==> config.mk <==
export PLATFORM = sky130hd
export DESIGN_NAME = bp_be_dcache_fill_engine
export DESIGN_NICKNAME = d
export VERILOG_FILES = /design/src/rtl/bp_be_dcache_fill_engine.sv
export SDC_FILE = /design/constraint.sdc
export NUM_CORES = 1
export LEC_CHECK = 0
export BUFFER_PORTS_ARGS = -buffer_cell sky130_fd_sc_hd__buf_4
export CAP_MARGIN = 5
export CORE_AREA = 3 3 338 340
export DETAILED_ROUTE_END_ITERATION = 6
export DIE_AREA = 0 0 341 343
export GPL_TIMING_DRIVEN = 0
export SYNTH_ARGS = -nofsm -noshare
export SYNTH_HDL_FRONTEND = slang
export SYNTH_SLANG_ARGS = --single-unit
==> constraint.sdc <==
create_clock -name clk_i -period 3.3 [get_ports clk_i]
set_input_delay 0.165 -clock clk_i [delete_from_list [all_inputs] [get_ports clk_i]]
set_output_delay 0.165 -clock clk_i [all_outputs]
set_load 0.05 [all_outputs]
==> src/rtl/bp_be_dcache_fill_engine.sv <==
// bp_be_dcache_fill_engine
// Responder for the back-end D$ miss interface. A cache miss is refilled one
// dword beat at a time over the memory port, then written back into the D$
// as a data packet, a tag packet and a stat packet. Uncached loads return one
// dword through the data packet. Uncached stores issue a single memory write.
// One request is serviced at a time, with at most one memory command in flight.
//
// state | meaning
// IDLE  | ready; accepts the next cache request
// META  | miss waits for the victim way from the cache
// CMD   | memory command valid (one beat, or the single uncached access)
// RESP  | waits for the memory response and stores it in the block buffer
// DATA  | data packet valid (full block, or uncached load dword in slot 0)
// TAG   | tag packet valid (misses only)
// STAT  | stat packet valid: LRU to the filled way, dirty cleared (misses only)
// DONE  | one-cycle completion pulse back to the cache
module bp_be_dcache_fill_engine #(
    parameter int paddr_width_p = 40,
    parameter int dword_width_p = 64,
    parameter int block_width_p = 512,
    parameter int sets_p        = 64,
    parameter int assoc_p       = 8,
    parameter int ptag_width_p  = 28
) (
    input  logic                          clk_i,
    input  logic                          reset_n_i,

    input  logic                          cache_req_v_i,
    output logic                          cache_req_ready_o,
    input  logic [1:0]                    cache_req_type_i,
    input  logic [paddr_width_p-1:0]      cache_req_addr_i,
    input  logic [dword_width_p-1:0]      cache_req_data_i,
    input  logic                          cache_req_metadata_v_i,
    input  logic [$clog2(assoc_p)-1:0]    cache_req_way_i,
    output logic                          cache_req_complete_o,

    output logic                          mem_cmd_v_o,
    input  logic                          mem_cmd_ready_i,
    output logic                          mem_cmd_wr_o,
    output logic [paddr_width_p-1:0]      mem_cmd_addr_o,
    output logic [dword_width_p-1:0]      mem_cmd_data_o,

    input  logic                          mem_resp_v_i,
    input  logic [dword_width_p-1:0]      mem_resp_data_i,
    output logic                          mem_resp_yumi_o,

    output logic                          data_mem_pkt_v_o,
    input  logic                          data_mem_pkt_ready_i,
    output logic [$clog2(sets_p)-1:0]     data_mem_index_o,
    output logic [$clog2(assoc_p)-1:0]    data_mem_way_o,
    output logic                          data_mem_uncached_o,
    output logic [block_width_p-1:0]      data_mem_data_o,

    output logic                          tag_mem_pkt_v_o,
    input  logic                          tag_mem_pkt_ready_i,
    output logic [$clog2(sets_p)-1:0]     tag_mem_index_o,
    output logic [$clog2(assoc_p)-1:0]    tag_mem_way_o,
    output logic [ptag_width_p-1:0]       tag_mem_tag_o,

    output logic                          stat_mem_pkt_v_o,
    input  logic                          stat_mem_pkt_ready_i,
    output logic [$clog2(sets_p)-1:0]     stat_mem_index_o,
    output logic [$clog2(assoc_p)-1:0]    stat_mem_way_o
);

    localparam int beats_lp        = block_width_p / dword_width_p;
    localparam int beat_w_lp       = (beats_lp > 1) ? $clog2(beats_lp) : 1;
    localparam int index_w_lp      = $clog2(sets_p);
    localparam int way_w_lp        = $clog2(assoc_p);
    localparam int block_offset_lp = $clog2(block_width_p / 8);
    localparam int dword_offset_lp = $clog2(dword_width_p / 8);

    localparam logic [beat_w_lp-1:0] last_beat_lp = beat_w_lp'(beats_lp - 1);

    // Request type encoding: bit 1 = uncached, bit 0 = store.
    typedef enum logic [1:0] {
        e_req_load_miss  = 2'd0,
        e_req_store_miss = 2'd1,
        e_req_uc_load    = 2'd2,
        e_req_uc_store   = 2'd3
    } req_type_e;

    typedef enum logic [2:0] {
        S_IDLE = 3'd0,
        S_META = 3'd1,
        S_CMD  = 3'd2,
        S_RESP = 3'd3,
        S_DATA = 3'd4,
        S_TAG  = 3'd5,
        S_STAT = 3'd6,
        S_DONE = 3'd7
    } state_e;

    state_e                     r_state;
    state_e                     w_state_n;

    req_type_e                  r_type;
    logic [paddr_width_p-1:0]   r_addr;
    logic [dword_width_p-1:0]   r_data;
    logic [way_w_lp-1:0]        r_way;
    logic                       r_meta_seen;
    logic [beat_w_lp-1:0]       r_beat;
    logic [block_width_p-1:0]   r_block;

    logic                       w_accept;
    logic                       w_is_uncached;
    logic                       w_is_store;
    logic                       w_resp_fire;
    logic [paddr_width_p-1:0]   w_beat_addr;

    assign w_accept      = (r_state == S_IDLE) && cache_req_v_i;
    assign w_is_uncached = r_type[1];
    assign w_is_store    = r_type[0];
    assign w_resp_fire   = (r_state == S_RESP) && mem_resp_v_i;

    // Miss beats walk the block from its aligned base, one dword per beat.
    assign w_beat_addr = {r_addr[paddr_width_p-1:block_offset_lp], r_beat, {dword_offset_lp{1'b0}}};

    // Payloads come straight from registers, so they cannot move while a valid is held.
    assign mem_cmd_wr_o        = w_is_uncached && w_is_store;
    assign mem_cmd_addr_o      = w_is_uncached ? r_addr : w_beat_addr;
    assign mem_cmd_data_o      = r_data;

    assign data_mem_index_o    = r_addr[block_offset_lp +: index_w_lp];
    assign data_mem_way_o      = w_is_uncached ? '0 : r_way;
    assign data_mem_uncached_o = w_is_uncached;
    assign data_mem_data_o     = r_block;

    assign tag_mem_index_o     = r_addr[block_offset_lp +: index_w_lp];
    assign tag_mem_way_o       = r_way;
    assign tag_mem_tag_o       = r_addr[paddr_width_p-1 -: ptag_width_p];

    assign stat_mem_index_o    = r_addr[block_offset_lp +: index_w_lp];
    assign stat_mem_way_o      = r_way;

    // State register.
    always_ff @(posedge clk_i or negedge reset_n_i) begin
        if (!reset_n_i) begin
            r_state <= S_IDLE;
        end else begin
            r_state <= w_state_n;
        end
    end

    // Request capture, victim way capture, beat counter and refill buffer.
    always_ff @(posedge clk_i or negedge reset_n_i) begin
        if (!reset_n_i) begin
            r_type      <= e_req_load_miss;
            r_addr      <= '0;
            r_data      <= '0;
            r_way       <= '0;
            r_meta_seen <= 1'b0;
            r_beat      <= '0;
            r_block     <= '0;
        end else begin
            if (w_accept) begin
                r_type      <= req_type_e'(cache_req_type_i);
                r_addr      <= cache_req_addr_i;
                r_data      <= cache_req_data_i;
                r_beat      <= '0;
                r_meta_seen <= cache_req_metadata_v_i;
                if (cache_req_metadata_v_i) begin
                    r_way <= cache_req_way_i;
                end
            end

            if ((r_state == S_META) && cache_req_metadata_v_i) begin
                r_way       <= cache_req_way_i;
                r_meta_seen <= 1'b1;
            end

            if (w_resp_fire) begin
                if (!w_is_uncached) begin
                    r_block[r_beat*dword_width_p +: dword_width_p] <= mem_resp_data_i;
                    r_beat <= r_beat + beat_w_lp'(1);
                end else if (!w_is_store) begin
                    r_block[0 +: dword_width_p] <= mem_resp_data_i;
                end
            end
        end
    end

    // Next state and Moore handshake outputs.
    always_comb begin
        w_state_n            = r_state;
        cache_req_ready_o    = 1'b0;
        cache_req_complete_o = 1'b0;
        mem_cmd_v_o          = 1'b0;
        mem_resp_yumi_o      = 1'b0;
        data_mem_pkt_v_o     = 1'b0;
        tag_mem_pkt_v_o      = 1'b0;
        stat_mem_pkt_v_o     = 1'b0;

        unique case (r_state)
            S_IDLE: begin
                cache_req_ready_o = 1'b1;
                if (cache_req_v_i) begin
                    w_state_n = cache_req_type_i[1] ? S_CMD : S_META;
                end
            end

            S_META: begin
                if (r_meta_seen || cache_req_metadata_v_i) begin
                    w_state_n = S_CMD;
                end
            end

            S_CMD: begin
                mem_cmd_v_o = 1'b1;
                if (mem_cmd_ready_i) begin
                    w_state_n = S_RESP;
                end
            end

            S_RESP: begin
                mem_resp_yumi_o = mem_resp_v_i;
                if (mem_resp_v_i) begin
                    if (!w_is_uncached) begin
                        w_state_n = (r_beat == last_beat_lp) ? S_DATA : S_CMD;
                    end else if (w_is_store) begin
                        w_state_n = S_DONE;
                    end else begin
                        w_state_n = S_DATA;
                    end
                end
            end

            S_DATA: begin
                data_mem_pkt_v_o = 1'b1;
                if (data_mem_pkt_ready_i) begin
                    w_state_n = w_is_uncached ? S_DONE : S_TAG;
                end
            end

            S_TAG: begin
                tag_mem_pkt_v_o = 1'b1;
                if (tag_mem_pkt_ready_i) begin
                    w_state_n = S_STAT;
                end
            end

            S_STAT: begin
                stat_mem_pkt_v_o = 1'b1;
                if (stat_mem_pkt_ready_i) begin
                    w_state_n = S_DONE;
                end
            end

            S_DONE: begin
                cache_req_complete_o = 1'b1;
                w_state_n            = S_IDLE;
            end

            default: begin
                w_state_n = S_IDLE;
            end
        endcase
    end

endmodule

==> results of run 1 <==
==> kinds of logic (layout without fill, tap and decap cells) <==
logic type	count (synthesis)	in the layout	share of synthesized area
other	0	1	0
multiplexers	624	624	0.273
buffers and inverters	179	1359	0.0467
XOR/XNOR	1	1	0.000340
AND/OR/NAND/NOR	253	253	0.0620
adder cells (fa/ha/maj)	6	6	0.00292
AO/OA/AOI/OAI	20	20	0.00491
flip-flops	628	628	0.610
==> Yosys cell counts (all sizes together), types with 2 or more instances <==
| cell type | instances | area [sq um] |
|---|---|---|
| and2 | 165 | 1030 |
| o21ai | 7 | 35.0 |
| inv | 5 | 18.8 |
| and3 | 32 | 200 |
| nor3b | 4 | 35.0 |
| nor2b | 5 | 31.3 |
| nand3 | 5 | 45.0 |
| a22o | 2 | 17.5 |
| nor2 | 16 | 86.3 |
| buf | 146 | 1080 |
| ha | 6 | 75.1 |
| nor3 | 3 | 15.0 |
| nand4b | 2 | 32.5 |
| mux2 | 622 | 7000 |
| nand2 | 10 | 37.5 |
| dfrtp | 628 | 15700 |
| clkbuf | 28 | 106 |
| a21oi | 5 | 25.0 |
| nand2b | 5 | 31.3 |
| mux2i | 2 | 20.0 |
==> report_power, final <==
part / total (uW) / switching [uW] / leakage [uW] / internal, uW
combinational: 20000 / 13500 / 0.0103 / 6470
sequential: 11200 / 1360 / 0.00841 / 9870
clock: 8390 / 3460 / 0.00120 / 4930
==> worst paths after layout <==
path                                      start  cells past startpoint              endpoint  slack [ps]
setup / recovery                      r_beat[0]                     10  data_mem_data_o[232]         260
hold / removal                        reset_n_i                      2  data_mem_data_o[165]         120
setup reg to reg                      r_beat[0]                     10  data_mem_data_o[232]         260
hold reg to reg            data_mem_data_o[319]                      1  data_mem_data_o[319]         490
max in group asynchronous             reset_n_i                      5    mem_cmd_data_o[36]         980
min in group clk_i              mem_cmd_ready_i                      4            r_state[0]         120
==> per-stage QoR <==
| stage | utilization | worst slack, ps | setup TNS (ps) | area (sq um) | hold slack (ps) |
|---|---|---|---|---|---|
| after CTS | 0.346 | 15.6 | 0 | 38700 | 25.8 |
| after floorplan | - | 698 | 0 | 25700 | -131 |
| after global placement | 0.305 | -5480 | -3981010 | 34100 | 398 |
| after global routing | 0.346 | 29.1 | 0 | 38700 | 88.3 |
| final | 0.346 | 259 | 0 | 38700 | 121 |
| after detailed placement | 0.306 | -1600 | -567900 | 34300 | 245 |
==> state kept, by name, indices dropped and copies added, names as in the netlist <==
signal,count
r_beat,3
r_type,2
data_mem_data_o,512
r_addr,40
mem_cmd_data_o,64
stat_mem_way_o,3
r_meta_seen,1
r_state,3
==> repair_timing <==
item / in CTS / in global routing
hold buffers: 182 / 0
gates resized for setup: 23 / 0
setup buffers: 3 / 1
endpoints found under the hold margin: 679 / 0
pin swaps: 1 / 1
endpoints found under the setup margin: 513 / 36
cloned: 0 / 0
==> layout make-up <==
type	instances	share of cell area
repair buffers	1053	0.220
clock buffers	106	0.0552
diodes	1	0.0000647
multi-input cells	904	0.230
flip-flops and latches	628	0.406
well taps	1500	0.0485
inverters	5	0.000485
clock inverters	22	0.00851
plain buffers	173	0.0312
==> routing by layer <==
layer  share of wire  global-route usage
met1            0.41               0.203
met2            0.49               0.280
met3           0.077              0.0540
met4           0.025              0.0471
met5               0                   0
==> critical path, stage by stage, from the launching register on <==
cell and delay, ps:
dfrtp_1 430, clkbuf_8 260, inv_1 110, ha_1 210, ha_2 350, o31a_1 190
nand4b_1 130, buf_4 150, buf_4 270, buf_2 390, mux2_2 380
==> impl_results.md, run 1 <==
- Peak VDD IR: approximately 0.00084 V
- # rows: 123
- Total Wirelength: between 100,000 and 150,000 microns
- Non-Filler Instances: between 4,000 and 5,000
- PortBufs: 861
- Die W: roughly 340 microns
- Pleak: between 0.015 and 0.02 uW
- Initial antenna violation count: 13
- Synth Area per Inst: about 15 sq um
- Worst Tran Pin Value: 761 ps
- YS warnings: 0
- DRC Markers: 0
- Mapped Area: about 0.026 sq mm
- Gp weighted congestion: between 0.8 and 0.9
- Most used DFF post-synth: dfrtp_1
- TritonRoute pass-1 iters: 4
- Pwr per Cell Area: between 1000 and 1500 mW/mm^2
- Post-DP HPWL: about 75,000 microns
- Initial Utilization: 0.230
- Tot Pwr: between 30,000 and 40,000 uW
- FF+latch count, synth: between 600 and 700
- 1st-iter DRT viols: 610
- Vias in the first global route: between 15,000 and 20,000
- Area growth, synth to finish: 50.2%
- CTS buffer count: 75
- Status: completed
- Worst path arrival time: around 3500 ps
- DR vias/cell: 4.19
- Unrepaired setup endpoints after global routing: no
- Wire per inst: ~23 microns
- Area of the die: between 0.1 and 0.15 sq mm
- Hold Path Class: in2async
- Slew HR: 0.493
- Synth cell types: between 40 and 50
- Multi-input gate area: 0.00889 sq mm
- Share of cells above drive strength 1: 0.583
- Register Area: approximately 0.016 sq mm
- CP startpoint kind: flip-flop
- Fin. max-slew vios: 0
- Root buffer cell: clkbuf_16
- Maxcap violations: 0
- Vias: between 15,000 and 20,000
- Nets@finish: between 3,000 and 4,000
- Sequential area share after synthesis: 0.610
- Syn_nets: 1,899
- Io pins: between 800 and 900
- Largest net degree at the start of global routing: 115
- Crit end category: flip-flop
- Core box area: roughly 0.11 sq mm
- Placed Cells: between 4,000 and 5,000
- Clk slew on worst S/H paths: about 60 ps
- H-Tree Depth: 3
- Remaining global-route overflow: 0
- Fmax: about 0.33 GHz
- Crit path max fanout: 10
- Clock Path Buffers: 3
- FFs w/ async S/R, synth: 1.00
- Worst skew pair latency: between 600 and 700 ps
- Final Setup Violations: 0
- Fillers: 11,005
- Clock Skew: roughly 24 ps
- Crit Path Category: reg2reg
- First-pass GRT wire length: roughly 140,000 microns
- Min Tclk post-route: approximately 3000 ps
- Hold Vio Cnt, Final: 0
- CTS tree: built
- Die height: between 300 and 400 microns
- Period Utilization, post-route: 0.922
- Detail Route Antenna Nets: 0
- Total GRT Usage: 0.166
- Commonest non-fill, non-tap cell in the layout: buf_4
- Clk sink count: 628
- Syn Inst Count: 1,711
- Commonest non-fill, non-tap cells in the layout: buf_4 (958), dfrtp_1 (628), mux2_2 (535)
- Critical Path RT: between 3000 and 4000 ps
- Number of synthesized flops with an enable pin: 0
(Power assumes the default switching activity.)
==> run 2: changes to the inputs <==
--- a/config.mk
+++ b/config.mk
@@ -7,9 +7,9 @@
 export LEC_CHECK = 0
 export BUFFER_PORTS_ARGS = -buffer_cell sky130_fd_sc_hd__buf_4
 export CAP_MARGIN = 5
-export CORE_AREA = 3 3 338 340
+export CORE_AREA = 3 3 332 334
 export DETAILED_ROUTE_END_ITERATION = 6
-export DIE_AREA = 0 0 341 343
+export DIE_AREA = 0 0 335 337
 export GPL_TIMING_DRIVEN = 0
 export SYNTH_ARGS = -nofsm -noshare
 export SYNTH_HDL_FRONTEND = slang
==> constraint.sdc (replaced) <==
create_clock -name clk_i -period 2.6 [get_ports clk_i]
set_input_delay 0.13 -clock clk_i [delete_from_list [all_inputs] [get_ports clk_i]]
set_output_delay 0.13 -clock clk_i [all_outputs]
set_load 0.05 [all_outputs]
==> impl_results.md, run 2 (synthesis results as in run 1) <==
- DR vias/cell: 4.25 (+1.4%)
- Hold Path Class: in2async
- Top layer in use: met4
- Commonest non-fill, non-tap cells in the layout: buf_4 (970), dfrtp_1 (626), mux2_2 (535)
- Clk slew on worst S/H paths: 60 ps (about the same)
- CP startpoint kind: flip-flop
- H-Tree Depth: 3 (unchanged)
- Wl on met1: 38,900 microns (-5.8%)
- First-pass GRT wire length: 141,000 microns (-1.4%)
- CTS buffer count: 76 (+1.3%)
- Initial Utilization: 0.240 (+0.0100)
- Remaining global-route overflow: 0 (unchanged)
- Worst path arrival time: 3020 ps (-520 ps)
- Initial antenna violation count: 5 (-8)
- Maxcap violations: 0 (unchanged)
- Worst Tran Pin Value: 888 ps (+127 ps)
- PortBufs: 861 (unchanged)
- Wire per inst: 22.7 microns (-0.29%)
- Slew HR: 0.408 (-0.0844)
- Peak VDD IR: 0.00114 V (+36%)
- Io pins: 862 (unchanged)
- Flip-flop count of the largest register after layout: 512 (unchanged)
- Detail Route Antenna Nets: 0 (unchanged)
- Clock Path Buffers: 3 (unchanged)
- Core box area: 0.107 sq mm (-4.2%)
- Met3 routed wirelength: 7560 microns (-1.4%)
- Critical path cell sequence: clkbuf_16 > clkinvlp_4 > ha_1 > ha_4 > o31a_1 > and3_4 > bufbuf_16 > buf_8 > mux2_2
- Critical path buffer and inverter count: 4 (-1)
- Vias: 18,399 (+0.033%)
- Post-DP HPWL: 73,000 microns (-2.2%)
- Fmax: 0.396 GHz (+21%)
- Multi-input gate area: 0.00893 sq mm (+0.49%)
- Routed wl met2: 48,300 microns (-0.44%)
- Worst setup path start: r_beat[0]
- Period Utilization, post-route: 0.970 (+0.0486)
- CP max stage cell: dfrtp_2
- Die W: 335 microns (-1.8%)
- Critical Path RT: 3100 ps (-700 ps)
- CP top delay family: buffers and inverters
- Pleak: 0.0202 uW (+1.3%)
- Crit Path Category: reg2reg
- Total Wirelength: 98,300 microns (-1.7%)
- Crit path max fanout: 10 (unchanged)
- R2r startpoint: r_beat[0]
- Crit end category: flip-flop
- Min Tclk post-route: 2520 ps (-519 ps)
- Total negative slack: 0 ps (unchanged)
- DRC Markers: 0 (unchanged)
- Register Area: 0.0157 sq mm (about the same)
- Pwr per Cell Area: 1290 mW/mm^2 (+26%)
- Area of the die: 0.113 sq mm (-3.5%)
- Fin. max-slew vios: 0 (unchanged)
- Status: completed
- Max stage delay on crit path: 390 ps (-40 ps)
- Clk sink count: 628 (unchanged)
- Vias in the first global route: 19,944 (+0.96%)
- Root buffer cell: clkbuf_16
- Commonest non-fill, non-tap cell in the layout: buf_4
- Fillers: 10,470 (-4.9%)
- CTS tree: built
- Area growth, synth to finish: 51.8%
- 1st-iter DRT viols: 681 (+12%)
- # rows: 120 (-2.4%)
- Worst skew pair latency: 620 ps (about the same)
- Final Setup Violations: 0 (unchanged)
- Util after Layout: 0.365 (+0.0190)
- Largest net degree at the start of global routing: 114 (-0.87%)
- Hold Vio Cnt, Final: 0 (unchanged)
- Die height: 337 microns (-1.7%)
- Share of cells above drive strength 1: 0.592 (+0.00922)
- TritonRoute pass-1 iters: 4 (unchanged)
- Gp weighted congestion: 0.814 (+0.96%)
- Clock Skew: 23.9 ps (+0.0568 ps)
- Total GRT Usage: 0.170 (+0.00343)
- Nets@finish: 3,057 (+0.96%)
## run 2: power breakdown
| part | internal (uW) | total [uW] | leakage [uW] | switching [uW] |
|---|---|---|---|---|
| sequential | 12500 | 14200 | 0.00841 | 1720 |
| combinational | 8510 | 25600 | 0.0106 | 17100 |
| clock | 6210 | 10500 | 0.00120 | 4290 |
| total | 27200 | 50400 | 0.0202 | 23200 |
## run 2: per-stage QoR
step           hold WS (ps)  setup WS, ps  cells  cell area, sq um  power, uW
2_1_floorplan          -166           120   1711             25700      30500
3_3_place_gp            363         -6170   3975             34000      39200
6_report               78.4          77.6   4331             39100      50400
3_5_place_dp            216         -1650   3981             34100      39500
5_1_grt                94.5         -7.30   4325             39100      52600
4_1_cts                93.3         -38.0   4321             39000      51000
## run 2: timing repair
action	in CTS	in global routing
cloned	1	0
pin swaps	10	1
setup endpoints to repair	516	272
setup buffers	27	4
hold buffers	183	0
resized for setup	79	8
endpoints found under the hold margin	706	0
## run 2: layer usage
| metal | up-vias | GRT usage |
|---|---|---|
| met5 | - | 0 |
| met4 | 0 | 0.0646 |
| met3 | 150 | 0.0548 |
| met2 | 675 | 0.290 |
| met1 | 9373 | 0.198 |
| li1 | 8201 | - |
## run 2: layout make-up
| class | count | area share |
|---|---|---|
| tap | 1403 | 0.0449 |
| buffer | 172 | 0.0349 |
| sequential | 628 | 0.402 |
| clock buffer | 110 | 0.0565 |
| antenna | 6 | 0.000384 |
| inverter | 5 | 0.000576 |
| clock inverter | 21 | 0.00631 |
| multi-input combinational | 904 | 0.228 |
| timing repair buffer | 1082 | 0.226 |
## run 2: path summary, 6_finish.rpt
kind                                   endpoint  slack, ps  cells after the start
min                        data_mem_data_o[162]         80                      2
min reg2reg                data_mem_data_o[279]        490                      1
min in group clk_i                   r_state[0]        170                      5
max                        data_mem_data_o[135]         80                      9
max reg2reg                data_mem_data_o[135]         80                      9
max in group asynchronous    mem_cmd_data_o[17]        420                      5
==> run 3: changes to the inputs <==
--- a/config.mk
+++ b/config.mk
@@ -5,12 +5,17 @@
 export SDC_FILE = /design/constraint.sdc
 export NUM_CORES = 1
 export LEC_CHECK = 0
+export ABC_AREA = 1
 export BUFFER_PORTS_ARGS = -buffer_cell sky130_fd_sc_hd__buf_4
 export CAP_MARGIN = 5
-export CORE_AREA = 3 3 332 334
+export CELL_PAD_IN_SITES_DETAIL_PLACEMENT = 1
+export CELL_PAD_IN_SITES_GLOBAL_PLACEMENT = 2
+export CORE_AREA = 3 3 333 335
 export DETAILED_ROUTE_END_ITERATION = 6
-export DIE_AREA = 0 0 335 337
+export DIE_AREA = 0 0 336 338
 export GPL_TIMING_DRIVEN = 0
+export PLACE_DENSITY_LB_ADDON = 0.1
+export SLEW_MARGIN = 20
 export SYNTH_ARGS = -nofsm -noshare
 export SYNTH_HDL_FRONTEND = slang
 export SYNTH_SLANG_ARGS = --single-unit
==> impl_results.md, run 3 <==
- Status: completed
- Period Utilization, post-route: 0.965 (-0.00524)
- Pleak: 0.0213 uW (+5.4%)
- Worst Tran Pin Value: 1010 ps (+122 ps)
- Synth cell types: 25 (-43%)
- Slew HR: 0.327 (-0.0815)
- Critical path buffer and inverter count: 5 (+1)
- Core box area: 0.108 sq mm (+1.1%)
- Clock Path Buffers: 3 (unchanged)
- Vias in the first global route: 27,647 (+39%)
- Placed Cells: 5,385 (+35%)
- Wire per inst: 25.0 microns (+10%)
- PortBufs: 861 (unchanged)
- Total Wirelength: 143,000 microns (+45%)
- Hold Vio Cnt, Final: 0 (unchanged)
- CP top delay family: buffers and inverters
- Final Setup Violations: 0 (unchanged)
- Critical path cell sequence: buf_6 > inv_4 > ha_1 > ha_2 > inv_2 > nor3_2 > buf_6 > clkbuf_4 > nand3_1 > nand2_1
- Post-DP HPWL: 109,000 microns (+50%)
- Commonest non-fill, non-tap cell in the layout: nand2_1
- Detail Route Antenna Nets: 0 (unchanged)
- # rows: 121 (+0.83%)
- Die height: 338 microns (+0.30%)
- Most used cell, CP: buf_6
- Crit Path Category: reg2reg
- Gp weighted congestion: 0.830 (+1.9%)
- CP startpoint kind: flip-flop
- Syn Inst Count: 3,101 (+81%)
- Min Tclk post-route: 2510 ps (-13.6 ps)
- CP max stage cell: ha_2
- Fin. max-slew vios: 0 (unchanged)
- Vias: 25,853 (+41%)
- DRC Markers: 0 (unchanged)
- First-pass GRT wire length: 203,000 microns (+44%)
- Synth Area per Inst: 8.54 sq um (-43%)
- Total GRT Usage: 0.248 (+0.0780)
- FFs w/ async S/R, synth: 1.00 (unchanged)
- Number of synthesized flops with an enable pin: 0 (unchanged)
- Clk sink count: 628 (unchanged)
- Largest cells by area after synthesis: dfrtp_1 (59%), nand2_1 (18%), nand3_1 (7.4%)
- Peak VDD IR: 0.000921 V (-19%)
- Critical Path RT: 3190 ps (+90 ps)
- Largest net degree at the start of global routing: 87 (-24%)
- Hold Path Class: in2reg
- Worst skew pair latency: 660 ps (+40 ps)
- Remaining global-route overflow: 0 (unchanged)
- Crit path max fanout: 10 (unchanged)
- 1st-iter DRT viols: 1,194 (+75%)
- Most frequent cell after synthesis: nand2_1
- Flip-flop count of the largest register after layout: 512 (unchanged)
- Area of the die: 0.114 sq mm (+0.60%)
- Syn_nets: 3,289 (+73%)
- Crit end category: flip-flop
- Root buffer cell: clkbuf_16
- YS warnings: 0 (unchanged)
- Commonest non-fill, non-tap cells in the layout: nand2_1 (1,262), buf_4 (978), dfrtp_1 (628)
- Sequential area share after synthesis: 0.594 (-0.0167)
- Most frequent cells after synthesis: nand2_1 (1,263), dfrtp_1 (628), nand3_1 (390)
- Initial antenna violation count: 7 (+2)
- Top cell type's share of synthesized area: 0.594 (-0.0167)
- Unrepaired setup endpoints after global routing: yes
- Worst path arrival time: 3100 ps (+80 ps)
- Util after Layout: 0.368 (+0.00322)
- FF+latch count, synth: 628 (unchanged)
- Maxcap violations: 0 (unchanged)
- Initial Utilization: 0.244 (+0.00404)
- Fmax: 0.399 GHz (+0.54%)
- Clk slew on worst S/H paths: 60 ps (about the same)
- CTS buffer count: 80 (+5.3%)
- H-Tree Depth: 3 (unchanged)
- Most used DFF post-synth: dfrtp_1
- Nets@finish: 4,432 (+45%)
- Non-Filler Instances: 5,729 (+32%)
- Max stage delay on crit path: 420 ps (+30 ps)
- Area growth, synth to finish: 50.6%
- DR vias/cell: 4.51 (+6.2%)
- Area leader, netlist: dfrtp_1
- TritonRoute pass-1 iters: 5 (+1)
- Io pins: 862 (unchanged)
- Pwr per Cell Area: 1080 mW/mm^2 (-16%)
- Share of cells above drive strength 1: 0.303 (-0.289)
- Mapped Area: 0.0265 sq mm (+2.8%)
- Die W: 336 microns (+0.30%)
- Clock Skew: 16.0 ps (-7.86 ps)
- CTS tree: built
[run 3: changes by cell type after synthesis, moves of 78 or more]
cell     previous run  this run
and2_1            165         1
mux2_2            535         0
o21ai_0             7       174
nand2_1            10      1263
mux2_1             87         0
nand3_1             1       390
inv_1               5        83
nor2_1             13       172
[run 3: path summary, 6_finish.rpt]
check | start | slack (ps) | cells past startpoint | to
min in group asynchronous | reset_n_i | 80 | 3 | data_mem_data_o[85]
min | stat_mem_pkt_ready_i | 50 | 8 | r_state[0]
min reg2reg | mem_cmd_data_o[9] | 470 | 2 | mem_cmd_data_o[9]
max in group asynchronous | reset_n_i | 840 | 6 | data_mem_data_o[180]
max reg2reg | r_beat[0] | 90 | 10 | data_mem_data_o[188]
max | r_beat[0] | 90 | 10 | data_mem_data_o[188]
[run 3: layer usage]
layer,vias to the layer above,wire length [microns],global-route usage
met5,-,0,0
met4,0,3360,0.0568
met3,149,9380,0.0663
met2,666,71700,0.439
met1,12998,58600,0.300
li1,12040,-,-
[run 3: worst min-delay path, cell delays in order]
cell,delay (ps)
buf_4,110
inv_1,50
nand4_1,80
nand2_1,70
nor2_1,50
nand2_1,80
nand2_1,50
nand2_1,50
[run 3: final cells by class]
class	count	area (sq um)
Antenna cell	4	10.0
Sequential cell	628	15700
Inverter	88	333
Clock buffer	118	2330
Multi-Input combinational cell	2091	8880
Timing Repair Buffer	1064	8680
Fill cell	12722	68500
Buffer	291	1780
Clock inverter	31	382
Tap cell	1414	1770
[run 3: repair_timing]
item                                    4_1_cts  5_1_grt
resized for setup                            74       45
hold endpoints to repair                    794        0
endpoints found under the setup margin      505      264
pin swaps                                     5        0
setup buffers                                12        1
hold buffers                                181        0
[run 3: kinds of logic after synthesis]
kind of cell | after synthesis | share of synthesized area
compound gates | 231 | 0.0438
buf+inv | 382 | 0.0745
fa+ha+maj | 6 | 0.00284
xor+xnor | 1 | 0.000331
flops | 628 | 0.594
simple gates | 1853 | 0.285
[run 3: where the power goes]
part,internal [uW],switching [uW]
Combinational,5350,14000
Clock,6940,4720
Sequential,11200,994
[run 3: per-stage QoR]
step                      hold WS, ps  setup TNS (ps)  cell area [sq um]  power (uW)  worst slack (ps)
after floorplan                  -166               0              26500       23700               354
after CTS                        6.17               0              39800       43800              13.3
after global routing             51.6           -28.3              39900       45400             -11.5
final                            50.2               0              39900       43200              91.2
after global placement            331        -4551650              34700       30900             -6740
after detailed placement         79.6         -275400              35000       31100             -1240
